**src/rtl/id_ex_stage_reg.sv**
```systemverilog
// ID/EX pipeline register with load-use hazard detection, bubble insertion,
// flush/hold handling and saturating bubble/flush performance counters.
module id_ex_stage_reg #(
   parameter int DATA_W = 16,
   parameter int REG_W  = 3,
   parameter int CNT_W  = 16
) (
   input  logic              clk,
   input  logic              rst,
   input  logic              id_valid,
   input  logic [REG_W-1:0]  id_r1,
   input  logic [REG_W-1:0]  id_r2,
   input  logic              id_uses_r1,
   input  logic              id_uses_r2,
   input  logic [REG_W-1:0]  id_rd,
   input  logic [DATA_W-1:0] id_rd1_data,
   input  logic [DATA_W-1:0] id_rd2_data,
   input  logic [DATA_W-1:0] id_imm,
   input  logic              id_reg_write,
   input  logic              id_mem_read,
   input  logic              id_mem_write,
   input  logic              id_mem_to_reg,
   input  logic              id_alu_src,
   input  logic [2:0]        id_alu_op,
   input  logic              flush,
   input  logic              hold,
   output logic              stall,
   output logic              ex_valid,
   output logic [REG_W-1:0]  ex_r1,
   output logic [REG_W-1:0]  ex_r2,
   output logic [REG_W-1:0]  ex_rd,
   output logic [DATA_W-1:0] ex_rd1_data,
   output logic [DATA_W-1:0] ex_rd2_data,
   output logic [DATA_W-1:0] ex_imm,
   output logic              ex_reg_write,
   output logic              ex_mem_read,
   output logic              ex_mem_write,
   output logic              ex_mem_to_reg,
   output logic              ex_alu_src,
   output logic [2:0]        ex_alu_op,
   output logic [CNT_W-1:0]  bubble_cnt,
   output logic [CNT_W-1:0]  flush_cnt
);

   localparam logic [CNT_W-1:0] CNT_ONE = {{(CNT_W-1){1'b0}}, 1'b1};

   logic              r_valid;
   logic [REG_W-1:0]  r_r1, r_r2, r_rd;
   logic [DATA_W-1:0] r_rd1_data, r_rd2_data, r_imm;
   logic [4:0]        r_ctl;
   logic [2:0]        r_alu_op;
   logic [CNT_W-1:0]  r_bubble_cnt, r_flush_cnt;

   logic w_load_use;
   logic w_ctl_keep;

   // A load in EX whose destination feeds a source the ID instruction reads.
   assign w_load_use = id_valid & r_valid & r_ctl[3] &
                       ((id_uses_r1 & (id_r1 == r_rd)) |
                        (id_uses_r2 & (id_r2 == r_rd)));

   assign stall      = ~rst & (hold | (w_load_use & ~flush));
   assign w_ctl_keep = id_valid & ~flush & ~w_load_use;

   // Index/data fields always follow ID; only valid and control are killed.
   always_ff @(posedge clk) begin
      if (rst) begin
         r_valid      <= 1'b0;
         r_r1         <= '0;
         r_r2         <= '0;
         r_rd         <= '0;
         r_rd1_data   <= '0;
         r_rd2_data   <= '0;
         r_imm        <= '0;
         r_ctl        <= '0;
         r_alu_op     <= '0;
         r_bubble_cnt <= '0;
         r_flush_cnt  <= '0;
      end else if (!hold) begin
         r_r1       <= id_r1;
         r_r2       <= id_r2;
         r_rd       <= id_rd;
         r_rd1_data <= id_rd1_data;
         r_rd2_data <= id_rd2_data;
         r_imm      <= id_imm;
         r_valid    <= w_ctl_keep;
         r_ctl      <= w_ctl_keep ? {id_reg_write, id_mem_read, id_mem_write,
                                     id_mem_to_reg, id_alu_src} : 5'b0;
         r_alu_op   <= w_ctl_keep ? id_alu_op : 3'b0;
         if (flush) begin
            if (r_flush_cnt != '1)
               r_flush_cnt <= r_flush_cnt + CNT_ONE;
         end else if (w_load_use) begin
            if (r_bubble_cnt != '1)
               r_bubble_cnt <= r_bubble_cnt + CNT_ONE;
         end
      end
   end

   assign ex_valid      = r_valid;
   assign ex_r1         = r_r1;
   assign ex_r2         = r_r2;
   assign ex_rd         = r_rd;
   assign ex_rd1_data   = r_rd1_data;
   assign ex_rd2_data   = r_rd2_data;
   assign ex_imm        = r_imm;
   assign ex_reg_write  = r_ctl[4];
   assign ex_mem_read   = r_ctl[3];
   assign ex_mem_write  = r_ctl[2];
   assign ex_mem_to_reg = r_ctl[1];
   assign ex_alu_src    = r_ctl[0];
   assign ex_alu_op     = r_alu_op;
   assign bubble_cnt    = r_bubble_cnt;
   assign flush_cnt     = r_flush_cnt;

endmodule

```
**config.mk**
```make
export PLATFORM = sky130hd
export DESIGN_NAME = id_ex_stage_reg
export DESIGN_NICKNAME = d
export VERILOG_FILES = /design/src/rtl/id_ex_stage_reg.sv
export SDC_FILE = /design/constraint.sdc
export NUM_CORES = 1
export LEC_CHECK = 0
export BUFFER_PORTS_ARGS = -buffer_cell sky130_fd_sc_hd__buf_2
export CAP_MARGIN = 10
export CORE_ASPECT_RATIO = 1.75
export CORE_UTILIZATION = 51
export CTS_CLUSTER_DIAMETER = 40
export DETAILED_ROUTE_END_ITERATION = 8
export PLACE_DENSITY = 0.88
export SLEW_MARGIN = 5
export SYNTH_ARGS = -nofsm -noshare
export SYNTH_HDL_FRONTEND = slang
export SYNTH_SLANG_ARGS = --single-unit
```
**constraint.sdc**
```tcl
create_clock -name clk -period 5.7 [get_ports clk]
set_input_delay 1.14 -clock clk [delete_from_list [all_inputs] [get_ports clk]]
set_output_delay 1.14 -clock clk [all_outputs]
set_load 0.005 [all_outputs]
```
# After elaboration in Yosys (flattened, before gate mapping)
# Index checks and enable logic that the tools add are counted.
# classes
n_addsub	2
n_eq_ne	4
mux	2
bitwise_logic	15
n_reduce_logical	2
# op_table
op	count
adder 16 x 1 -> 16 bit (second input constant)	2
inequality test 16 bit (second input constant)	2
AND 1 bit	9
equality test 3 bit	2
2-to-1 mux 5 bit	1
inverter 1 bit	4
AND reduction 4 bit	1
2-to-1 mux 3 bit	1
AND reduction 3 bit	1
bitwise OR 1 bit	2
# word_totals
regBits	98
out_inout_bits	99

# Longest topological paths before layout
# logic_depth
ltp_word	7
depth_mapped	7
ltp_nobuf	6

# Worst setup path before layout
# No wires, ideal clock.
# synth_timing
path_type	in2out
startpoint	input hold
endpoint	output stall
arrival_ps	2084
t_required_ps	4560
slack_ps	2476
cell_stages	5
n_path_buf	3
path_cell_list	clkbuf_1 -> buf_2 -> buf_1 -> a21oi_1 -> nor2_1
# synth_via
elab_chain_cells	2
# synth_rtl
element	line	source
start: declaration	26	input logic hold,
bitwise OR 1 bit	62	assign stall = ~rst & (hold | (w_load_use & ~flush));
AND 1 bit	62	
end: declaration	27	output logic stall,
# Every way passes these cells.

# Worst setup path after layout
# layout_timing
startpoint	input id_r2[1]
endpoint	output stall
# layout_via
elab_chain_cells	7
# layout_rtl
element	line	source
start: declaration	12	input logic [REG_W-1:0] id_r2,
equality test 3 bit	60	(id_uses_r2 & (id_r2 == r_rd)));
AND 1 bit	60	
bitwise OR 1 bit	59	((id_uses_r1 & (id_r1 == r_rd)) |
AND 1 bit	58	assign w_load_use = id_valid & r_valid & r_ctl[3] &
AND 1 bit	62	
bitwise OR 1 bit	62	
AND 1 bit	62	
# Every way passes these cells.

==> run_results.csv <==
group,metric,value,unit
run_status,run_status,"finished, final reports clean",
floorplan,core_area,7570,sq um
final_layout,mostFrequentLayoutCell,"sky130_fd_sc_hd__buf_2",
critical_path,rrSetupSlack,3.13,ns
pwr,netSwitchingPower,0.345,mW
logic_synthesis,synthesis.area_per_instance,9.43,sq um
clock_tree,cts_inserted_buffers,9,
timing,rsz0062_at_grt,"false",
timing,setup-tns-final,0,ns
critical_path,reg2regPathDepth,5,
floorplan,die_w,68.9,microns
placed_design,pre_cts_ws,2.20,ns
final_layout,final_cell_mix,"168 x sky130_fd_sc_hd__buf_2, 98 x sky130_fd_sc_hd__dfxtp_1, 82 x sky130_fd_sc_hd__nor2_1, 58 x sky130_fd_sc_hd__mux2i_1",
placed_design,place.detailed.hpwl,7100,microns
final_layout,final.fill_count,640,
logic_synthesis,synth_top_area_cell,"sky130_fd_sc_hd__dfxtp_1",
critical_path,worst-endpoint-required,4.56,ns
logic_synthesis,synth_register_bits,98,
final_layout,number_of_standard_cells_in_the_final_layout_excluding_fillers,676,
pwr,p_leak,2.46,nW
pwr,netSwitchingFraction,24.3,%
logic_synthesis,netlist_top_cells_area,"sky130_fd_sc_hd__dfxtp_1 49%, sky130_fd_sc_hd__mux2i_1 15%, sky130_fd_sc_hd__nor2_1 7.7%",
timing,maxSlewViolCount,0,
critical_path,r2r_start,"ex_rd[1]",
floorplan,top_level_ports,171,
final_layout,final_layout_size_suffix_gt1_share,34.0,%
logic_synthesis,yosys_top_cell_area_share,49.1,%
hold_path,timing.hold.worst_path_depth,2,
placed_design,gp_routability_congestion,0.834,
hold_path,min_delay_worst_endpoint,"r_ctl[2]",
timing,worst_slew_margin_rel,29.0,%
placed_design,io_buffers,170,
clock_tree,clk-insertion-delay-late,0.34,ns
floorplan,std_cell_rows,42,
clock_tree,cts_root_buffer,"sky130_fd_sc_hd__clkbuf_16",
floorplan,initial_core_util,52.8,%
timing,finalCritPeriodShare,61.9,%
pwr,power.sequential.fraction,51.1,%
logic_synthesis,ys.warnings.count,0,
routing,drt_iter0_markers,237,
critical_path,worst_reg2reg_endpoint,"bubble_cnt[8]",
global_route,grt_pass1_vias,3478,
floorplan,die-height,119,microns
logic_synthesis,synth-seq-area-share,49.1,%
critical_path,crit_path_max_fanout,4,
timing,fin_skew,0.00869,ns
final_layout,insertedDiodeCount,0,
timing,postLayoutSetupSlackWorst,2.17,ns
final_layout,area_growth_syn_to_layout,29.3,%
floorplan,dieArea,8210,sq um
clock_tree,clock_sinks,98,
placed_design,placed_cells,660,
logic_synthesis,yosys.cell_types.count,40,
routing,detail_route.drc_violations,0,
clock_tree,postCtsSetupBuffers,0,
hold_path,holdCritStartpoint,"r_ctl[2]",
clock_tree,cts.hold.buffers_added,0,
global_route,grt_use_total,24.6,%
critical_path,worst_setup_path_end_kind,"output pin",
timing,fmax,0.283,GHz
pwr,power.internal,1.08,mW
critical_path,timing.setup.critical_path_class,"in2out",
pwr,power.clock.fraction,39.6,%
logic_synthesis,synth_fp_nets,498,
hold_path,hold_path.class,"reg2reg",
critical_path,setup.worst_path.start_class,"primary input",
critical_path,worst_ep_arrival_time,2.39,ns
run,max_cap_viol_count,0,
clock_tree,cts_tree,"yes",
clock_tree,clock_tree.htree_level_count,3,
routing,drt_first_pass_iters,4,
logic_synthesis,synth_cells,424,
logic_synthesis,netlist_area,4000,sq um
timing,final_hold_viol_count,0,
final_layout,fin_nets,657,
routing,drt-wirelength-per-cell,14.7,microns
clock_tree,post_cts_resize_count,0,
global_route,grt_first_pass_wirelength,15400,microns
pwr,cell_area_power_density,275,nW/um^2
global_route,grt_remaining_overflow,0,
timing,layout_min_cycle_time,3.53,ns
placed_design,placed_area,4890,sq um
routing,drt-vias-per-instance,5.42,
global_route,grt_antenna_before_repair,0,
clock_tree,clk_transition_reported_paths,0.07,ns
clock_tree,clock_path_buffers,2,
final_layout,fin_area,5170,sq um
global_route,grt_start_max_net_pins,113,
routing,wl_final,9950,microns
pwr,pwr-share-comb,9.3,%
timing,finalSetupViolCount,0,
timing,worstMarginPinSlew,1.06,ns
pwr,ir_worst_vdd,0.184,mV
routing,antenna_violating_nets_post_route,0,
routing,dr_total_vias,3666,
==> how the worst max path moves through the flow <==
stage	startpoint	to
2_1_floorplan	hold	stall
3_3_place_gp	hold	stall
3_5_place_dp	hold	stall
5_1_grt	id_r2[1]	stall
4_1_cts	id_r1[1]	stall
6_report	id_r2[1]	stall
==> area by class of cell <==
class	count	area, sq um	area share [%]
clock inverters	7	52.6	1.02
inverters	6	22.5	0.436
well taps	88	110	2.13
clock buffers	9	225	4.36
multi-input cells	296	1930	37.3
flip-flops and latches	98	1960	38.0
repair buffers	172	871	16.8
==> registers in the layout, indices dropped and copies added, names as in the netlist <==
| register | flops |
|---|---|
| bubble_cnt | 16 |
| ex_valid | 1 |
| ex_r1 | 3 |
| ex_rd1_data | 16 |
| ex_r2 | 3 |
| ex_alu_op | 3 |
| ex_imm | 16 |
| ex_rd2_data | 16 |
| r_ctl | 5 |
| ex_rd | 3 |
| flush_cnt | 16 |
==> Yosys cell counts, drive strengths merged <==
| cell | n |
|---|---|
| dfxtp | 98 |
| nor2 | 82 |
| mux2i | 58 |
| nand2 | 17 |
| xnor2 | 17 |
| a21oi | 15 |
| nand3 | 14 |
| clkbuf | 13 |
| buf | 11 |
| nor3 | 11 |
| nand2b | 8 |
| o22ai | 8 |
| nand4 | 7 |
| or4 | 7 |
| inv | 6 |
| mux2 | 6 |
| nor2b | 6 |
| nor4 | 6 |
| o31ai | 5 |
| or3 | 4 |
| o21ai | 3 |
| a2111oi | 2 |
| a31oi | 2 |
| and3 | 2 |
| ha | 2 |
| nor4b | 2 |
| or2 | 2 |
| a2111o | 1 |
| a211oi | 1 |
| a311o | 1 |
| and4 | 1 |
| nand3b | 1 |
| nor3b | 1 |
| o21a | 1 |
| o41ai | 1 |
| or3b | 1 |
| xor2 | 1 |
==> power by group through the flow <==
stage | Combinational (mW) | Sequential [mW] | Clock [mW]
4_1_cts | 0.134 | 0.726 | 0.571
5_1_grt | 0.147 | 0.730 | 0.597
3_5_place_dp | 0.133 | 0.742 | 0
3_3_place_gp | 0.129 | 0.740 | 0
6_report | 0.133 | 0.726 | 0.563
2_1_floorplan | 0.0666 | 0.743 | 0
==> stage by stage <==
step / power, mW / utilization (%) / hold WS (ns)
6_report: 1.42 / 68.3 / 0.482
4_1_cts: 1.43 / 68.3 / 0.480
2_1_floorplan: 0.810 / - / 0.472
3_3_place_gp: 0.869 / 64.6 / 0.461
5_1_grt: 1.47 / 68.3 / 0.493
3_5_place_dp: 0.875 / 64.6 / 0.469
==> logic make-up (layout without fill, tap and decap cells) <==
family / Yosys count / count (layout) / share of synthesized area [%]
simple gates: 172 / 172 / 20.8
buf+inv: 30 / 194 / 2.91
fa+ha+maj: 2 / 2 / 0.626
mux: 64 / 64 / 16.2
compound gates: 40 / 40 / 6.48
flops: 98 / 98 / 49.1
xor+xnor: 18 / 18 / 3.94
==> per-layer routing <==
metal  part of all wire [%]  routed length [microns]  track usage [%]  up-vias
met3                    5.0                      498             4.60       28
met4                    3.3                      325             12.8        0
met1                     38                     3820             27.1     1709
met2                     53                     5300             42.4      132
met5                      0                        0                0        -
li1                       -                        -                -     1797
==> critical path: stages <==
cell and delay, ns:
sky130_fd_sc_hd__buf_2 0.11, sky130_fd_sc_hd__xnor2_1 0.24, sky130_fd_sc_hd__nand4_1 0.26, sky130_fd_sc_hd__a21oi_1 0.25
sky130_fd_sc_hd__a21oi_1 0.11, sky130_fd_sc_hd__nor2_1 0.14, sky130_fd_sc_hd__buf_2 0.13
No activity file was read; power rests on OpenSTA's default activity.
